$ cat config.mk
export PLATFORM = sky130hd
export DESIGN_NAME = sel_rr_arbiter
export DESIGN_NICKNAME = d
export VERILOG_FILES = /design/src/rtl/sel_pkg.sv /design/src/rtl/rr_pick.sv /design/src/rtl/sel_rr_arbiter.sv
export SDC_FILE = /design/constraint.sdc
export NUM_CORES = 1
export LEC_CHECK = 0
export CAP_MARGIN = 20
export CELL_PAD_IN_SITES_DETAIL_PLACEMENT = 1
export CELL_PAD_IN_SITES_GLOBAL_PLACEMENT = 1
export CORE_MARGIN = 2
export CORE_UTILIZATION = 38
export CTS_BUF_LIST = sky130_fd_sc_hd__clkbuf_16
export DETAILED_ROUTE_END_ITERATION = 8
export PLACE_DENSITY = 0.79
export SYNTH_ARGS = -nofsm -noshare
export SYNTH_HDL_FRONTEND = slang
export SYNTH_SLANG_ARGS = --single-unit
export TNS_END_PERCENT = 100
$ cat constraint.sdc
create_clock -name CLK -period 2.1 [get_ports CLK]
set_clock_uncertainty 0.1 [all_clocks]
set_input_delay 0.21 -clock CLK [delete_from_list [all_inputs] [get_ports CLK]]
set_output_delay 0.21 -clock CLK [all_outputs]
set_load 0.005 [all_outputs]
$ cat src/rtl/sel_pkg.sv
`default_nettype none
// +--------------------------------------------------------------------+
// | Module : sel_pkg                                                   |
// | Brief  : Shared select codes, arbiter state encoding and the       |
// |          one-hot grant to select-code conversion helper.           |
// | Rev    : 1.0  initial release                                      |
// +--------------------------------------------------------------------+
package sel_pkg;

  // Select codes presented to the downstream selecter stage.
  localparam logic [1:0] SEL_NONE = 2'b00;
  localparam logic [1:0] SEL_A    = 2'b01;
  localparam logic [1:0] SEL_B    = 2'b10;
  localparam logic [1:0] SEL_C    = 2'b11;

  typedef enum logic [0:0] {
    IDLE  = 1'b0,
    GRANT = 1'b1
  } state_t;

  // One-hot grant (bit0 = A, bit1 = B, bit2 = C) to 2-bit select code.
  function automatic logic [1:0] onehot_to_sel(input logic [2:0] gnt);
    logic [1:0] sel;
    sel = SEL_NONE;
    case (gnt)
      3'b001:  sel = SEL_A;
      3'b010:  sel = SEL_B;
      3'b100:  sel = SEL_C;
      default: sel = SEL_NONE;
    endcase
    return sel;
  endfunction

endpackage : sel_pkg
`default_nettype wire

$ cat src/rtl/rr_pick.sv
`default_nettype none
// +--------------------------------------------------------------------+
// | Module : rr_pick                                                   |
// | Brief  : Combinational round-robin picker. Searches the request    |
// |          vector starting at the channel after i_ptr (A->B->C->A)   |
// |          and returns the first requester as a one-hot grant.       |
// | Ports  : i_req   [2:0] request per channel (bit0 A, bit1 B, bit2 C)|
// |          i_ptr   [1:0] last granted channel as a select code       |
// |          o_gnt   [2:0] one-hot grant of the chosen channel         |
// |          o_found       1 when any channel is requesting            |
// | Rev    : 1.0  initial release                                      |
// +--------------------------------------------------------------------+
module rr_pick
  import sel_pkg::*;
(
  input  logic [2:0] i_req,
  input  logic [1:0] i_ptr,
  output logic [2:0] o_gnt,
  output logic       o_found
);

  always_comb begin
    o_gnt = 3'b000;
    case (i_ptr)
      SEL_A: begin
        if      (i_req[1]) o_gnt = 3'b010;
        else if (i_req[2]) o_gnt = 3'b100;
        else if (i_req[0]) o_gnt = 3'b001;
      end
      SEL_B: begin
        if      (i_req[2]) o_gnt = 3'b100;
        else if (i_req[0]) o_gnt = 3'b001;
        else if (i_req[1]) o_gnt = 3'b010;
      end
      // SEL_C, and SEL_NONE which never occurs, give A first priority.
      default: begin
        if      (i_req[0]) o_gnt = 3'b001;
        else if (i_req[1]) o_gnt = 3'b010;
        else if (i_req[2]) o_gnt = 3'b100;
      end
    endcase
  end

  assign o_found = |o_gnt;

endmodule : rr_pick
`default_nettype wire

$ cat src/rtl/sel_rr_arbiter.sv
`default_nettype none
// +--------------------------------------------------------------------+
// | Module : sel_rr_arbiter                                            |
// | Brief  : Three-channel round-robin arbiter driving the 2-bit       |
// |          channel select of the downstream selecter stage. Each     |
// |          grant lasts at most HOLD cycles; an early request drop    |
// |          releases it. All outputs are flops.                       |
// | Ports  : CLK        clock, rising edge                             |
// |          RST        asynchronous active-high reset                 |
// |          REQ  [2:0] request per channel (bit0 A, bit1 B, bit2 C)   |
// |          SW   [1:0] select code: 00 none, 01 A, 10 B, 11 C         |
// |          GNT  [2:0] one-hot grant, 000 when SW = 00                |
// |          BUSY       1 while a channel is granted                   |
// |          LAST       1 in the final cycle of a hold window          |
// | Rev    : 1.0  initial release                                      |
// +--------------------------------------------------------------------+
module sel_rr_arbiter
  import sel_pkg::*;
#(
  parameter int HOLD = 4
) (
  input  logic       CLK,
  input  logic       RST,
  input  logic [2:0] REQ,
  output logic [1:0] SW,
  output logic [2:0] GNT,
  output logic       BUSY,
  output logic       LAST
);

  localparam logic [3:0] c_cnt_last = 4'(HOLD - 1);

  state_t     r_state;
  logic [1:0] r_ptr;
  logic [3:0] r_cnt;
  logic [2:0] r_gnt;
  logic [1:0] r_sw;
  logic       r_busy;
  logic       r_last;

  state_t     w_nxt_state;
  logic [1:0] w_nxt_ptr;
  logic [3:0] w_nxt_cnt;
  logic [2:0] w_nxt_gnt;
  logic       w_nxt_last;

  logic       w_cur_req;
  logic       w_keep;
  logic [1:0] w_search_ptr;
  logic [2:0] w_pick_gnt;
  logic       w_found;

  // The granted channel is still requesting.
  assign w_cur_req = |(REQ & r_gnt);
  // Keep the current grant while it is requested and the window is open.
  assign w_keep    = (r_state == GRANT) && w_cur_req && (r_cnt != c_cnt_last);

  // When leaving a grant (expiry or early release) the search starts after
  // the channel just served, so the pointer used for this search is the
  // current select code rather than the stored pointer.
  assign w_search_ptr = (r_state == GRANT) ? r_sw : r_ptr;

  rr_pick u_pick (
    .i_req   (REQ),
    .i_ptr   (w_search_ptr),
    .o_gnt   (w_pick_gnt),
    .o_found (w_found)
  );

  always_comb begin
    w_nxt_state = r_state;
    w_nxt_ptr   = r_ptr;
    w_nxt_cnt   = r_cnt;
    w_nxt_gnt   = r_gnt;
    if (w_keep) begin
      w_nxt_cnt = r_cnt + 4'd1;
    end else begin
      w_nxt_ptr = w_search_ptr;
      w_nxt_cnt = 4'd0;
      if (w_found) begin
        // A re-grant of the same channel also restarts the window.
        w_nxt_state = GRANT;
        w_nxt_gnt   = w_pick_gnt;
      end else begin
        w_nxt_state = IDLE;
        w_nxt_gnt   = 3'b000;
      end
    end
    w_nxt_last = (w_nxt_state == GRANT) && (w_nxt_cnt == c_cnt_last);
  end

  always_ff @(posedge CLK or posedge RST) begin
    if (RST) begin
      r_state <= IDLE;
      r_ptr   <= SEL_C;
      r_cnt   <= 4'd0;
      r_gnt   <= 3'b000;
      r_sw    <= SEL_NONE;
      r_busy  <= 1'b0;
      r_last  <= 1'b0;
    end else begin
      r_state <= w_nxt_state;
      r_ptr   <= w_nxt_ptr;
      r_cnt   <= w_nxt_cnt;
      r_gnt   <= w_nxt_gnt;
      r_sw    <= onehot_to_sel(w_nxt_gnt);
      r_busy  <= (w_nxt_state == GRANT);
      r_last  <= w_nxt_last;
    end
  end

  assign SW   = r_sw;
  assign GNT  = r_gnt;
  assign BUSY = r_busy;
  assign LAST = r_last;

endmodule : sel_rr_arbiter
`default_nettype wire

-- After elaboration in Yosys (flattened, before gate mapping)
Cells that the tools add are included.
- register bits after elaboration: 13
- logic and storage cells: 37
- bitwise gates (word level): 1
- $add $sub $neg: 1
- mux-type cells: 17
- eq/ne operators: 7
- reductions and logical operators: 5
- operators with widths (operator ; count):
    $mux W3 ; 9
    $pmux W2 S3 ; 1
    $pmux W3 S2 ; 1
    $reduce_or A3 Y1 ; 2
    $add A4 B1 Y4 const B ; 1
    $eq A4 B2 Y1 const B ; 1
    $mux W2 ; 2
    $mux W4 ; 1
    $ne A4 B2 Y1 const B ; 1
    $and A3 B3 Y3 ; 1
    $eq A3 B1 Y1 const B ; 1
    $eq A3 B2 Y1 const B ; 1
    $eq A3 B3 Y1 const B ; 1
    $logic_and A1 B1 Y1 ; 3
    $mux W1 ; 3
    $eq A2 B1 Y1 const B ; 1
    $eq A2 B2 Y1 const B ; 1

-- Logic depth before layout (Yosys ltp)
- depth after elaboration: 9
- mapped depth: 7
- depth with buffers taken out: 7

-- Cells and area by module
From an unflattened synthesis, not the netlist that was laid out.
- cell total of the unflattened synthesis: 71
- area total of the unflattened synthesis: 742.0 µm²
- modules (own cells, without submodules) (module ; area each (µm²) ; cells each ; instances):
    sel_rr_arbiter ; 633.1 ; 53 ; 1
    rr_pick ; 108.9 ; 18 ; 1

-- Worst setup path before layout
No wires, ideal clock.
- path type: reg2reg
- start: reg BUSY (netlist name)
- end: reg r_sw[0] (netlist: SW[0])
- data required time: 1.905 ns
- cell stages (with the launch flop): 7
- arrival time: 1.715 ns
- period minus slack after synthesis: 1.911 ns
- path slack: 0.189 ns
- cell sequence: dfrtp_1 > mux2_2 > ha_1 > nand2b_1 > nand2_1 > a2111o_1 > o31ai_1
- RTL lines (what ; RTL line ; text):
    end signal: assignment ; sel_rr_arbiter.sv:106 ; r_sw <= onehot_to_sel(w_nxt_gnt);
    end: declaration ; sel_rr_arbiter.sv:37 ; logic [1:0] r_sw;

==> impl_metrics.csv <==
group,metric,value,unit
critical_path,criticalPathCategory,"flop to flop",
synthesis,yosys.area.top_type_share,38.9,%
critical_path,crit_path_end_kind,"flop",
sta,period_needed,2.01,ns
clock_tree,cts_buffers,3,
clock_tree,cts_root_buf,"clkbuf_16",
finish,instances_no_fill,117,
synthesis,ys_top_cells_by_count,"11 x dfrtp_1, 9 x nor2_1, 6 x a21oi_1, 6 x inv_1, 5 x o21ai_0",
synthesis,synthArstFlopShare,100,%
routing,final_antenna_net_count,0,
clock_tree,cts_tree,"done",
synthesis,synthFlopType,"dfrtp_1",
critical_path,worstPathMaxFanout,6,
sta,fmax,497,MHz
grt,grt_pass1_vias,590,
synthesis,syn-mean-instance-area,9.57,um2
grt,grt_use_total,19.2,%
die,core_region_area,0.00175,mm2
power_and_ir_drop,p_per_area,1600,mW/mm2
sta,tightest_slew,0.577,ns
critical_path,worstPathRequired,2.14,ns
placement,place_ws,0.0988,ns
synthesis,syn-num-nets,82,
routing,wl_per_cell,14.4,um
sta,setup_viol,0,
grt,overflow,0,
routing,vias,596,
die,initial_utilization,40.6,%
sta,finalHoldViolCount,0,
die,dieArea,0.00223,mm2
clock_tree,cts-hold-fix-buffers,0,
placement,port_buffers,11,
placement,hpwl,1240,um
routing,vias_per_cell,5.09,
die,rows,15,
routing,drt-total-wl,1680,um
outcome,outcome,"completed",
run,cap_violations,0,
critical_path,arrival,2.06,ns
finish,final_nets,101,
finish,antenna-diode-count,0,
routing,firstDrtPassIters,4,
grt,antenna_found_initial,0,
die,die_y,47.2,um
synthesis,syn_area,708,um2
finish,utilization,54.9,%
sta,final_max_slew_viol_count,0,
grt,grt_pass1_wl,2860,um
die,num_io_pins,12,
sta,setup_tns,0,ns
placement,gp_congestion,0.767,
clock_tree,numClockSinks,13,
clock_tree,clock_path_buffers,2,
synthesis,yosysTopAreaCell,"dfrtp_1",
routing,drtIter0Drc,7,
finish,area_delta_synth_final,35.3,%
sta,finalWorstSetupSlack,0.0880,ns
synthesis,ys_seq_area_share,46.3,%
hold_path,hp-class,"input port to async pin",
clock_tree,clock_latency,0.24,ns
synthesis,syn-instance-count,74,
critical_path,start_kind,"flop",
die,die_w,47.2,um
synthesis,synth_warnings,0,
clock_tree,path_clk_slew,0.04,ns
synthesis,yosysMostFrequentCell,"dfrtp_1",
synthesis,synth-seq-cells,13,
sta,fin_crit_sh,95.8,%
synthesis,ys_types,26,
synthesis,synth-edff-count,0,
placement,dp_cells,111,
sta,slew_headroom,61.5,%
grt,grt_max_degree,14,
power_and_ir_drop,ir_drop,0.000975,V
clock_tree,cts-htree-levels,1,
finish,drive_gt1_share,15.2,%
synthesis,synth.area.top_cells,"dfrtp_1 39%, dfstp_2 7.4%, ha_1 5.3%, nor2_1 4.8%, a21oi_1 4.2%",
power_and_ir_drop,leakagePower,0.425,nW
routing,route.detailed.drc,0,
## per-layer routing
layer  wire (um)  vias up  global-route usage [%]
li1            -      298                       -
met1         801      285                    27.3
met2         818       13                    28.8
met3          64        0                    6.92
met4           0        0                    3.33
met5           0        -                       0
## report_power, final
group / leakage [nW] / internal, mW / switching, mW
combinational: 0.218 / 0.371 / 0.386
clock: 0.0423 / 0.251 / 0.101
sequential: 0.165 / 0.353 / 0.0700
## layout by cell type (no fill, tap or decap), drive strengths merged
cell / instances
clkdlybuf4s50: 11
a21oi: 6
and2: 1
mux2: 2
dfstp: 2
a2111o: 1
buf: 5
a222oi: 1
o211ai: 1
dfrtp: 11
nor3: 2
xor2: 1
inv: 7
a21o: 1
a211oi: 1
nand2: 4
a211o: 2
nand4: 1
ha: 3
clkbuf: 3
and3: 1
o31ai: 2
a22o: 1
xnor2: 3
nor2: 9
nand2b: 4
nand3: 1
o21ai: 5
## sequential cells by signal, indices dropped and copies added (netlist names)
register / count
r_ptr: 2
BUSY: 1
GNT: 3
SW: 2
r_cnt: 4
LAST: 1
## stage by stage
step | area [um2] | power, mW | hold slack, ns
6_report | 958 | 1.53 | 0.207
2_1_floorplan | 708 | 0.893 | -0.0145
4_1_cts | 941 | 1.51 | 0.218
5_1_grt | 958 | 1.67 | 0.268
3_5_place_dp | 862 | 1.13 | 0.397
3_3_place_gp | 862 | 1.10 | 0.380
## cell families (layout without fill, tap and decap cells)
family,count (synthesis),count (layout),synth area share [%]
fa+ha+maj,3,3,5.30
flops,13,13,46.3
buf+inv,8,26,4.59
simple gates,23,23,15.2
xor+xnor,4,4,4.95
compound gates,21,21,20.5
mux,2,2,3.18
## area by class of cell
class,instances,area [um2]
sequential,13,328
fill,202,787
clock inverter,1,3.75
multi-input combinational,53,350
clock buffer,3,75.1
tap,25,31.3
timing repair buffer,16,148
inverter,6,22.5
## worst max-delay path, stage by stage, from the launching register on
cell and delay [ns]:
dfrtp_1 0.39, mux2_2 0.37, ha_2 0.38, nand2b_1 0.16, nand2_1 0.06, a2111o_1 0.40, o31ai_1 0.07
## path summary, 6_finish.rpt
kind / from / endpoint / slack, ns / cells after the start
worst max register to register: BUSY / SW[0] / 0.09 / 6
min in group CLK: r_cnt[0] / r_cnt[0] / 0.40 / 1
worst max-delay path: BUSY / SW[0] / 0.09 / 6
worst min register to register: r_cnt[0] / r_cnt[0] / 0.40 / 1
worst min-delay path: RST / LAST / 0.21 / 2
max in group asynchronous: RST / r_ptr[1] / 1.34 / 2
## what timing repair did
item,CTS,global route
gates resized for setup,0,1
setup buffers,0,2
setup endpoints to repair,0,2
Power figures use the tool's default switching activity.
